### src/rtl/id_ex_stage_reg_pkg.sv
// Shared types for the ID/EX pipeline register and its neighbours.
// The EX control bundle, ALU opcodes, forwarding selects and the x0 constant
// live here so the decoder, forwarding unit and EX muxes all agree on them.
package id_ex_stage_reg_pkg;

    localparam logic [4:0] REG_ZERO = 5'd0;

    typedef enum logic [3:0] {
        ALU_ADD  = 4'd0,
        ALU_SUB  = 4'd1,
        ALU_AND  = 4'd2,
        ALU_OR   = 4'd3,
        ALU_XOR  = 4'd4,
        ALU_SLL  = 4'd5,
        ALU_SRL  = 4'd6,
        ALU_SRA  = 4'd7,
        ALU_SLT  = 4'd8,
        ALU_SLTU = 4'd9,
        ALU_LUI  = 4'd10,
        ALU_PASS = 4'd11
    } alu_op_e;

    typedef enum logic [1:0] {
        FW_NONE     = 2'd0,
        FW_MEM_DATA = 2'd1,
        FW_WB_DATA  = 2'd2
    } fw_sel_e;

    typedef struct packed {
        logic    RegWrite;
        logic    MemRead;
        logic    MemWrite;
        logic    MemtoReg;
        logic    ALUSrc;
        logic    Branch;
        logic    Jump;
        alu_op_e alu_op;
    } id_ex_ctrl_t;

endpackage

### src/rtl/id_ex_stage_reg_load_use_detector.sv
// Combinational load-use hazard detector.
// Flags when the instruction in EX is a load whose destination (other than x0)
// is read by the instruction currently in ID.
module load_use_detector
    import id_ex_stage_reg_pkg::*;
(
    input  logic       valid_EX,
    input  logic       mem_read_EX,
    input  logic [4:0] rd_addr_EX,
    input  logic       valid_ID,
    input  logic       uses_rs1_ID,
    input  logic [4:0] rs1_addr_ID,
    input  logic       uses_rs2_ID,
    input  logic [4:0] rs2_addr_ID,
    output logic       load_use
);

    logic rs1_match;
    logic rs2_match;

    // Compare each operand that the decoder says is actually read against the load's rd.
    always_comb begin
        rs1_match = uses_rs1_ID && (rs1_addr_ID == rd_addr_EX);
        rs2_match = uses_rs2_ID && (rs2_addr_ID == rd_addr_EX);
        load_use  = valid_EX && mem_read_EX && (rd_addr_EX != REG_ZERO) &&
                    valid_ID && (rs1_match || rs2_match);
    end

endmodule

### src/rtl/id_ex_stage_reg.sv
// ID/EX pipeline register with integrated load-use hazard detection.
// Inserts a single bubble on load-use, squashes on an EX flush and freezes
// completely while the global hold is asserted.
// Optional build macro: ID_EX_PERF_EN adds bubble_cnt / flush_cnt counters.
module id_ex_stage_reg
    import id_ex_stage_reg_pkg::*;
#(
    parameter int              XLEN     = 32,
    parameter logic [XLEN-1:0] RESET_PC = '0
) (
    input  logic            clk,
    input  logic            rst,
    input  logic            hold_i,
    input  logic            flush_EX,
    input  logic            valid_ID,
    input  logic [XLEN-1:0] pc_ID,
    input  logic [4:0]      rs1_addr_ID,
    input  logic [4:0]      rs2_addr_ID,
    input  logic [4:0]      rd_addr_ID,
    input  logic            uses_rs1_ID,
    input  logic            uses_rs2_ID,
    input  logic [XLEN-1:0] rs1_data_ID,
    input  logic [XLEN-1:0] rs2_data_ID,
    input  logic [XLEN-1:0] imm_ID,
    input  id_ex_ctrl_t     ctrl_ID,
    output logic            stall_IF,
    output logic            stall_ID,
    output logic            valid_EX,
    output logic [XLEN-1:0] pc_EX,
    output logic [XLEN-1:0] rs1_data_EX,
    output logic [XLEN-1:0] rs2_data_EX,
    output logic [XLEN-1:0] imm_EX,
    output logic [4:0]      rs1_addr_EX,
    output logic [4:0]      rs2_addr_EX,
    output logic [4:0]      rd_addr_EX,
    output id_ex_ctrl_t     ctrl_EX
`ifdef ID_EX_PERF_EN
    ,
    output logic [31:0]     bubble_cnt,
    output logic [31:0]     flush_cnt
`endif
);

    logic load_use;

    load_use_detector u_load_use_detector (
        .valid_EX    (valid_EX),
        .mem_read_EX (ctrl_EX.MemRead),
        .rd_addr_EX  (rd_addr_EX),
        .valid_ID    (valid_ID),
        .uses_rs1_ID (uses_rs1_ID),
        .rs1_addr_ID (rs1_addr_ID),
        .uses_rs2_ID (uses_rs2_ID),
        .rs2_addr_ID (rs2_addr_ID),
        .load_use    (load_use)
    );

    // A flush kills the consumer anyway and a hold freezes everything globally, so neither stalls front-end.
    always_comb begin
        stall_IF = load_use && !flush_EX && !hold_i;
        stall_ID = stall_IF;
    end

    // Pipeline register: hold beats flush beats load-use bubble beats normal advance.
    always_ff @(posedge clk or posedge rst) begin
        if (rst) begin
            valid_EX    <= 1'b0;
            ctrl_EX     <= '0;
            pc_EX       <= RESET_PC;
            rs1_data_EX <= '0;
            rs2_data_EX <= '0;
            imm_EX      <= '0;
            rs1_addr_EX <= REG_ZERO;
            rs2_addr_EX <= REG_ZERO;
            rd_addr_EX  <= REG_ZERO;
        end else if (hold_i) begin
            valid_EX    <= valid_EX;
        end else if (flush_EX || load_use) begin
            valid_EX    <= 1'b0;
            ctrl_EX     <= '0;
            pc_EX       <= RESET_PC;
            rs1_data_EX <= '0;
            rs2_data_EX <= '0;
            imm_EX      <= '0;
            rs1_addr_EX <= REG_ZERO;
            rs2_addr_EX <= REG_ZERO;
            rd_addr_EX  <= REG_ZERO;
        end else begin
            valid_EX    <= valid_ID;
            ctrl_EX     <= valid_ID ? ctrl_ID : '0;
            pc_EX       <= pc_ID;
            rs1_data_EX <= rs1_data_ID;
            rs2_data_EX <= rs2_data_ID;
            imm_EX      <= imm_ID;
            rs1_addr_EX <= rs1_addr_ID;
            rs2_addr_EX <= rs2_addr_ID;
            rd_addr_EX  <= rd_addr_ID;
        end
    end

`ifdef ID_EX_PERF_EN
    // Count inserted bubbles by cause; a flush takes credit when both apply, nothing counts while frozen.
    always_ff @(posedge clk or posedge rst) begin
        if (rst) begin
            bubble_cnt <= '0;
            flush_cnt  <= '0;
        end else if (!hold_i) begin
            if (flush_EX) begin
                flush_cnt <= flush_cnt + 32'd1;
            end else if (load_use) begin
                bubble_cnt <= bubble_cnt + 32'd1;
            end
        end
    end
`endif

endmodule

### config.mk
export PLATFORM = sky130hd
export DESIGN_NAME = id_ex_stage_reg
export DESIGN_NICKNAME = d
export VERILOG_FILES = /design/src/rtl/id_ex_stage_reg_pkg.sv /design/src/rtl/id_ex_stage_reg_load_use_detector.sv /design/src/rtl/id_ex_stage_reg.sv
export SDC_FILE = /design/constraint.sdc
export NUM_CORES = 1
export LEC_CHECK = 0
export ABC_AREA = 0
export CAP_MARGIN = 20
export CORE_UTILIZATION = 42
export DETAILED_ROUTE_END_ITERATION = 10
export PLACE_DENSITY_LB_ADDON = 0.2
export RECOVER_POWER = 100
export SLEW_MARGIN = 20
export SYNTH_ARGS = -nofsm -noshare
export SYNTH_HDL_FRONTEND = slang
export SYNTH_SLANG_ARGS = --single-unit
### constraint.sdc
create_clock -name clk -period 6.6 [get_ports clk]
set_input_delay 1.32 -clock clk [delete_from_list [all_inputs] [get_ports clk]]
set_output_delay 1.32 -clock clk [all_outputs]
set_load 0.02 [all_outputs]
Yosys cells after proc, flatten, opt, wreduce, memory -nomap -nowiden --
Cells that the tools add are included.
Storage, ports and cells: output and inout bits 157, bits in registers 155, input bits 161, word-level logic and storage cells 41
Operators by class: mux-type cells 10, reductions and logical operators 13, equal/unequal tests 2
Operators with widths (count):
- $mux W32 | 4
- $mux W11 | 2
- $mux W5 | 3
- $eq A5 B5 Y1 | 2
- $logic_and A1 B1 Y1 | 8
- $reduce_bool A5 Y1 | 1
- $logic_not A1 Y1 | 2
- $logic_or A1 B1 Y1 | 2
- $mux W1 | 1

Depth between registers and ports, before layout --
word-level depth 6, mapped depth 6

Hierarchy --
A second synthesis with hierarchy kept.
Unflattened totals: cell total of the unflattened synthesis 680, area, all modules 6985.4 µm²
By module, submodules not included:
- id_ex_stage_reg | area an instance 6854.1 µm², times used 1, cells each 663
- load_use_detector | area an instance 131.4 µm², times used 1, cells each 17

Least setup slack after synthesis --
No wires, ideal clock.
path kind input to output, start input port rs1_addr_ID[2], end output port stall_IF, data required time 5280 ps, stages on the path 6, arrival 3042 ps, setup slack 2238 ps, cells stage by stage xnor2_1 > nand4_1 > o22ai_1 > buf_2 > nor4b_1 > buf_4
On the way: word-level cells in the longest chain between the ends 6
RTL lines:
- start, declared | line id_ex_stage_reg.sv:17 | input logic [4:0] rs1_addr_ID,
- $eq A5 B5 Y1 | line id_ex_stage_reg_load_use_detector.sv:23 | rs1_match = uses_rs1_ID && (rs1_addr_ID == rd_addr_EX);
- $logic_and A1 B1 Y1 | line id_ex_stage_reg_load_use_detector.sv:23
- $logic_or A1 B1 Y1 | line id_ex_stage_reg_load_use_detector.sv:26 | valid_ID && (rs1_match || rs2_match);
- $logic_and A1 B1 Y1 | line id_ex_stage_reg_load_use_detector.sv:26
- $logic_and A1 B1 Y1 (2 in series) | line id_ex_stage_reg.sv:60 | stall_IF = load_use && !flush_EX && !hold_i;
- end, declared | line id_ex_stage_reg.sv:26 | output logic stall_IF,
No other way between the ends.

Final worst setup path --
start input port rs2_addr_ID[2], end output port stall_ID
On the way: word-level cells in the longest chain between the ends 6
RTL lines:
- start, declared | line id_ex_stage_reg.sv:18 | input logic [4:0] rs2_addr_ID,
- $eq A5 B5 Y1 | line id_ex_stage_reg_load_use_detector.sv:24 | rs2_match = uses_rs2_ID && (rs2_addr_ID == rd_addr_EX);
- $logic_and A1 B1 Y1 | line id_ex_stage_reg_load_use_detector.sv:24
- $logic_or A1 B1 Y1 | line id_ex_stage_reg_load_use_detector.sv:26
- $logic_and A1 B1 Y1 | line id_ex_stage_reg_load_use_detector.sv:26
- $logic_and A1 B1 Y1 (2 in series) | line id_ex_stage_reg.sv:60
- end, declared | line id_ex_stage_reg.sv:27 | output logic stall_ID,
No other way between the ends.

==> flow_metrics.env <==
export IMPL_dp_final_hpwl_mm=14.0
export IMPL_ys_seq_area_share_pct=54.3
export IMPL_critPathRequiredTime_ns=5.28
export IMPL_ant_nets=0
export IMPL_overflow=0
export IMPL_cts_buffers=17
export IMPL_cp_data_arrival_time_ns=3.68
export IMPL_skew_ns=0.0114
export IMPL_vias=7015
export IMPL_startpoint_type="input pin"
export IMPL_grt_pass1_vias=6808
export IMPL_maxSlewViolCount=288
export IMPL_syn_nets=890
export IMPL_violations="capacitance limit, slew limit"
export IMPL_status="finished, violations left"
export IMPL_portBuffers=317
export IMPL_cts_resized=0
export IMPL_tns_ns=0
export IMPL_finalNetCount=1148
export IMPL_synth_top_area_cell="dfrtp_1"
export IMPL_synth_seq_cells=155
export IMPL_synth_area_um2=7150
export IMPL_grtUsageMet3_pct=7.32
export IMPL_synth_top_area_share_pct=54.3
export IMPL_synth_commonest_cells="157 x nand2_1, 155 x dfrtp_1, 154 x a32oi_1"
export IMPL_use_met1_pct=33.6
export IMPL_via_per_inst=5.75
export IMPL_fmax_mhz=200
export IMPL_antenna_found_initial=0
export IMPL_synth_avg_cell_area_um2=9.80
export IMPL_ir_worst_vdd_mv=0.171
export IMPL_synth_edff_count=0
export IMPL_die_w_um=132
export IMPL_clkLatencyLatePin_ns=0.41
export IMPL_setup_slack_ns=1.60
export IMPL_cap_violations=3
export IMPL_drcViolationCount=0
export IMPL_avgRoutedWirePerCell_um=18.5
export IMPL_fillers=1378
export IMPL_initial_utilization_pct=43.1
export IMPL_setup_viol=0
export IMPL_post_cts_buffers=0
export IMPL_synth_cells=729
export IMPL_multi_input_area_um2=2880
export IMPL_place_ws_ns=1.71
export IMPL_p_per_area_nw_per_um2=262
export IMPL_io_pins=318
export IMPL_clk_path_buf_depth=2
export IMPL_core_area_um2=16600
export IMPL_yosysMostFrequentCell="nand2_1"
export IMPL_dieHeight_um=132
export IMPL_min_period_ns=5.00
export IMPL_rsz0062_at_grt="no"
export IMPL_critPathKind="input pin to output pin"
export IMPL_routed_wirelength_mm=22.5
export IMPL_dieArea_um2=17500
export IMPL_path_max_fanout=3
export IMPL_final_period_utilization_pct=75.8
export IMPL_yosys_top_cells_area="dfrtp_1 54%, a32oi_1 19%, o21ai_1 11%, nand2_1 8.2%, clkbuf_1 3.1%"
export IMPL_row_count=47
export IMPL_drtIter0Drc=625
export IMPL_hold_viol=0
export IMPL_yosysUniqueCellTypes=19
export IMPL_design_area_um2=10900
export IMPL_synthArstFlopShare_pct=100
export IMPL_gp_congestion=0.773
export IMPL_area_growth_pct=52.6
export IMPL_cp_end_kind="output pin"
export IMPL_p_leak_uw=0.00430
export IMPL_area_sequential_um2=3880
export IMPL_grt_total_usage_pct=25.7
export IMPL_synth_ff_type="dfrtp_1"
export IMPL_cts_sinks=155
export IMPL_n_antenna_cell=0
export IMPL_hp_class="flop to flop"
export IMPL_grt_busiest_layer="met2"
export IMPL_hold_buffers=0
export IMPL_worst_slew_pin_slew_ns=3.04
export IMPL_grt_pass1_wl_mm=36.3
export IMPL_clkTransAtPathRegs_ns=0.05
export IMPL_htreeDepth=4
export IMPL_rrSetupSlack_ns=2.78
export IMPL_grt_max_degree=156
export IMPL_cts_tree="done"
export IMPL_grt_use_met2_pct=40.0
export IMPL_drt_first_pass_iters=5
export IMPL_drive_gt1_share_pct=4.20
export IMPL_max_slew_margin_pct=-103
export IMPL_ctsRootBufferMaster="clkbuf_16"
export IMPL_place_area_um2=10300
export IMPL_yosysWarnings=0
final cells by class:
class	instances	share of cell area, %
Multi-Input combinational cell	486	26.5
Tap cell	220	2.52
Sequential cell	155	35.6
Timing Repair Buffer	326	29.7
Inverter	1	0.0459
Clock buffer	20	4.19
Clock inverter	11	1.55
registers in the layout (all words and copies together), names as in the netlist:
signal,flops
rs1_data_EX,32
pc_EX,32
ctrl_EX,11
rs2_addr_EX,5
rs2_data_EX,32
valid_EX,1
rs1_addr_EX,5
rd_addr_EX,5
imm_EX,32
worst max-delay path: stages:
cell and delay (ns):
dlygate4sd3_1 0.58, xnor2_1 0.18, nand4_1 0.15, o22ai_1 0.25, nor4b_1 0.44, dlygate4sd3_1 0.75
power by group:
part	switching [uW]	leakage (uW)	internal, uW	total, uW
Combinational	379	0.00209	311	690
Sequential	65.0	0.00192	1070	1130
Clock	382	0.000294	650	1030
Total	826	0.00430	2030	2850
layout by cell type, fill, tap and decap left out, drive strengths merged:
cell type and n:
dlygate4sd3 159, nand2 157, clkdlybuf4s50 157, o21ai 156, dfrtp 155, a32oi 154, clkbuf 23, xnor2 10
buf 7, clkinvlp 5, bufinv 4, clkinv 3, nand4 2, nor2 1, o22ai 1, or4 1
and3 1, nor4b 1, and2 1, a22oi 1
per-stage QoR:
step | power [uW] | util (%) | hold slack, ns | cells
floorplan | 1490 | - | 0.478 | 729
global placement | 1890 | 62.2 | 0.471 | 1188
detailed placement | 1900 | 62.2 | 0.482 | 1188
CTS | 2940 | 65.9 | 0.495 | 1219
global route | 2980 | 65.7 | 0.503 | 1219
finish | 2850 | 65.7 | 0.482 | 1219
path summary, 6_finish.rpt:
| check | start | end | cells after the start |
|---|---|---|---|
| hold reg to reg | rs1_data_EX[4] | rs1_data_EX[4] | 2 |
| setup reg to reg | rd_addr_EX[2] | rs1_data_EX[14] | 5 |
| max in group asynchronous | rst | ctrl_EX[5] | 3 |
| setup / recovery | rs2_addr_ID[2] | stall_ID | 6 |
| hold / removal | rs1_data_EX[4] | rs1_data_EX[4] | 2 |
| min in group asynchronous | rst | rs2_data_EX[22] | 2 |
per-layer routing:
| layer | vias up | wire length [um] | part of all wire, % |
|---|---|---|---|
| li1 | 3297 | - | - |
| met1 | 3406 | 9350 | 42 |
| met2 | 273 | 10800 | 48 |
| met3 | 39 | 1760 | 7.8 |
| met4 | 0 | 642 | 2.8 |
| met5 | - | 0 | 0 |
cell families (layout without fill, tap and decap cells):
logic type	Yosys count	after routing	share of synthesized area (%)
and+or+nand+nor	164	164	8.88
DFF	155	155	54.3
xor gates and xnor gates	10	10	1.23
buffers and inverters	88	358	5.62
AOI/OAI and AO/OA	312	312	30.0
Note: power is estimated with default switching activity, not from simulation.
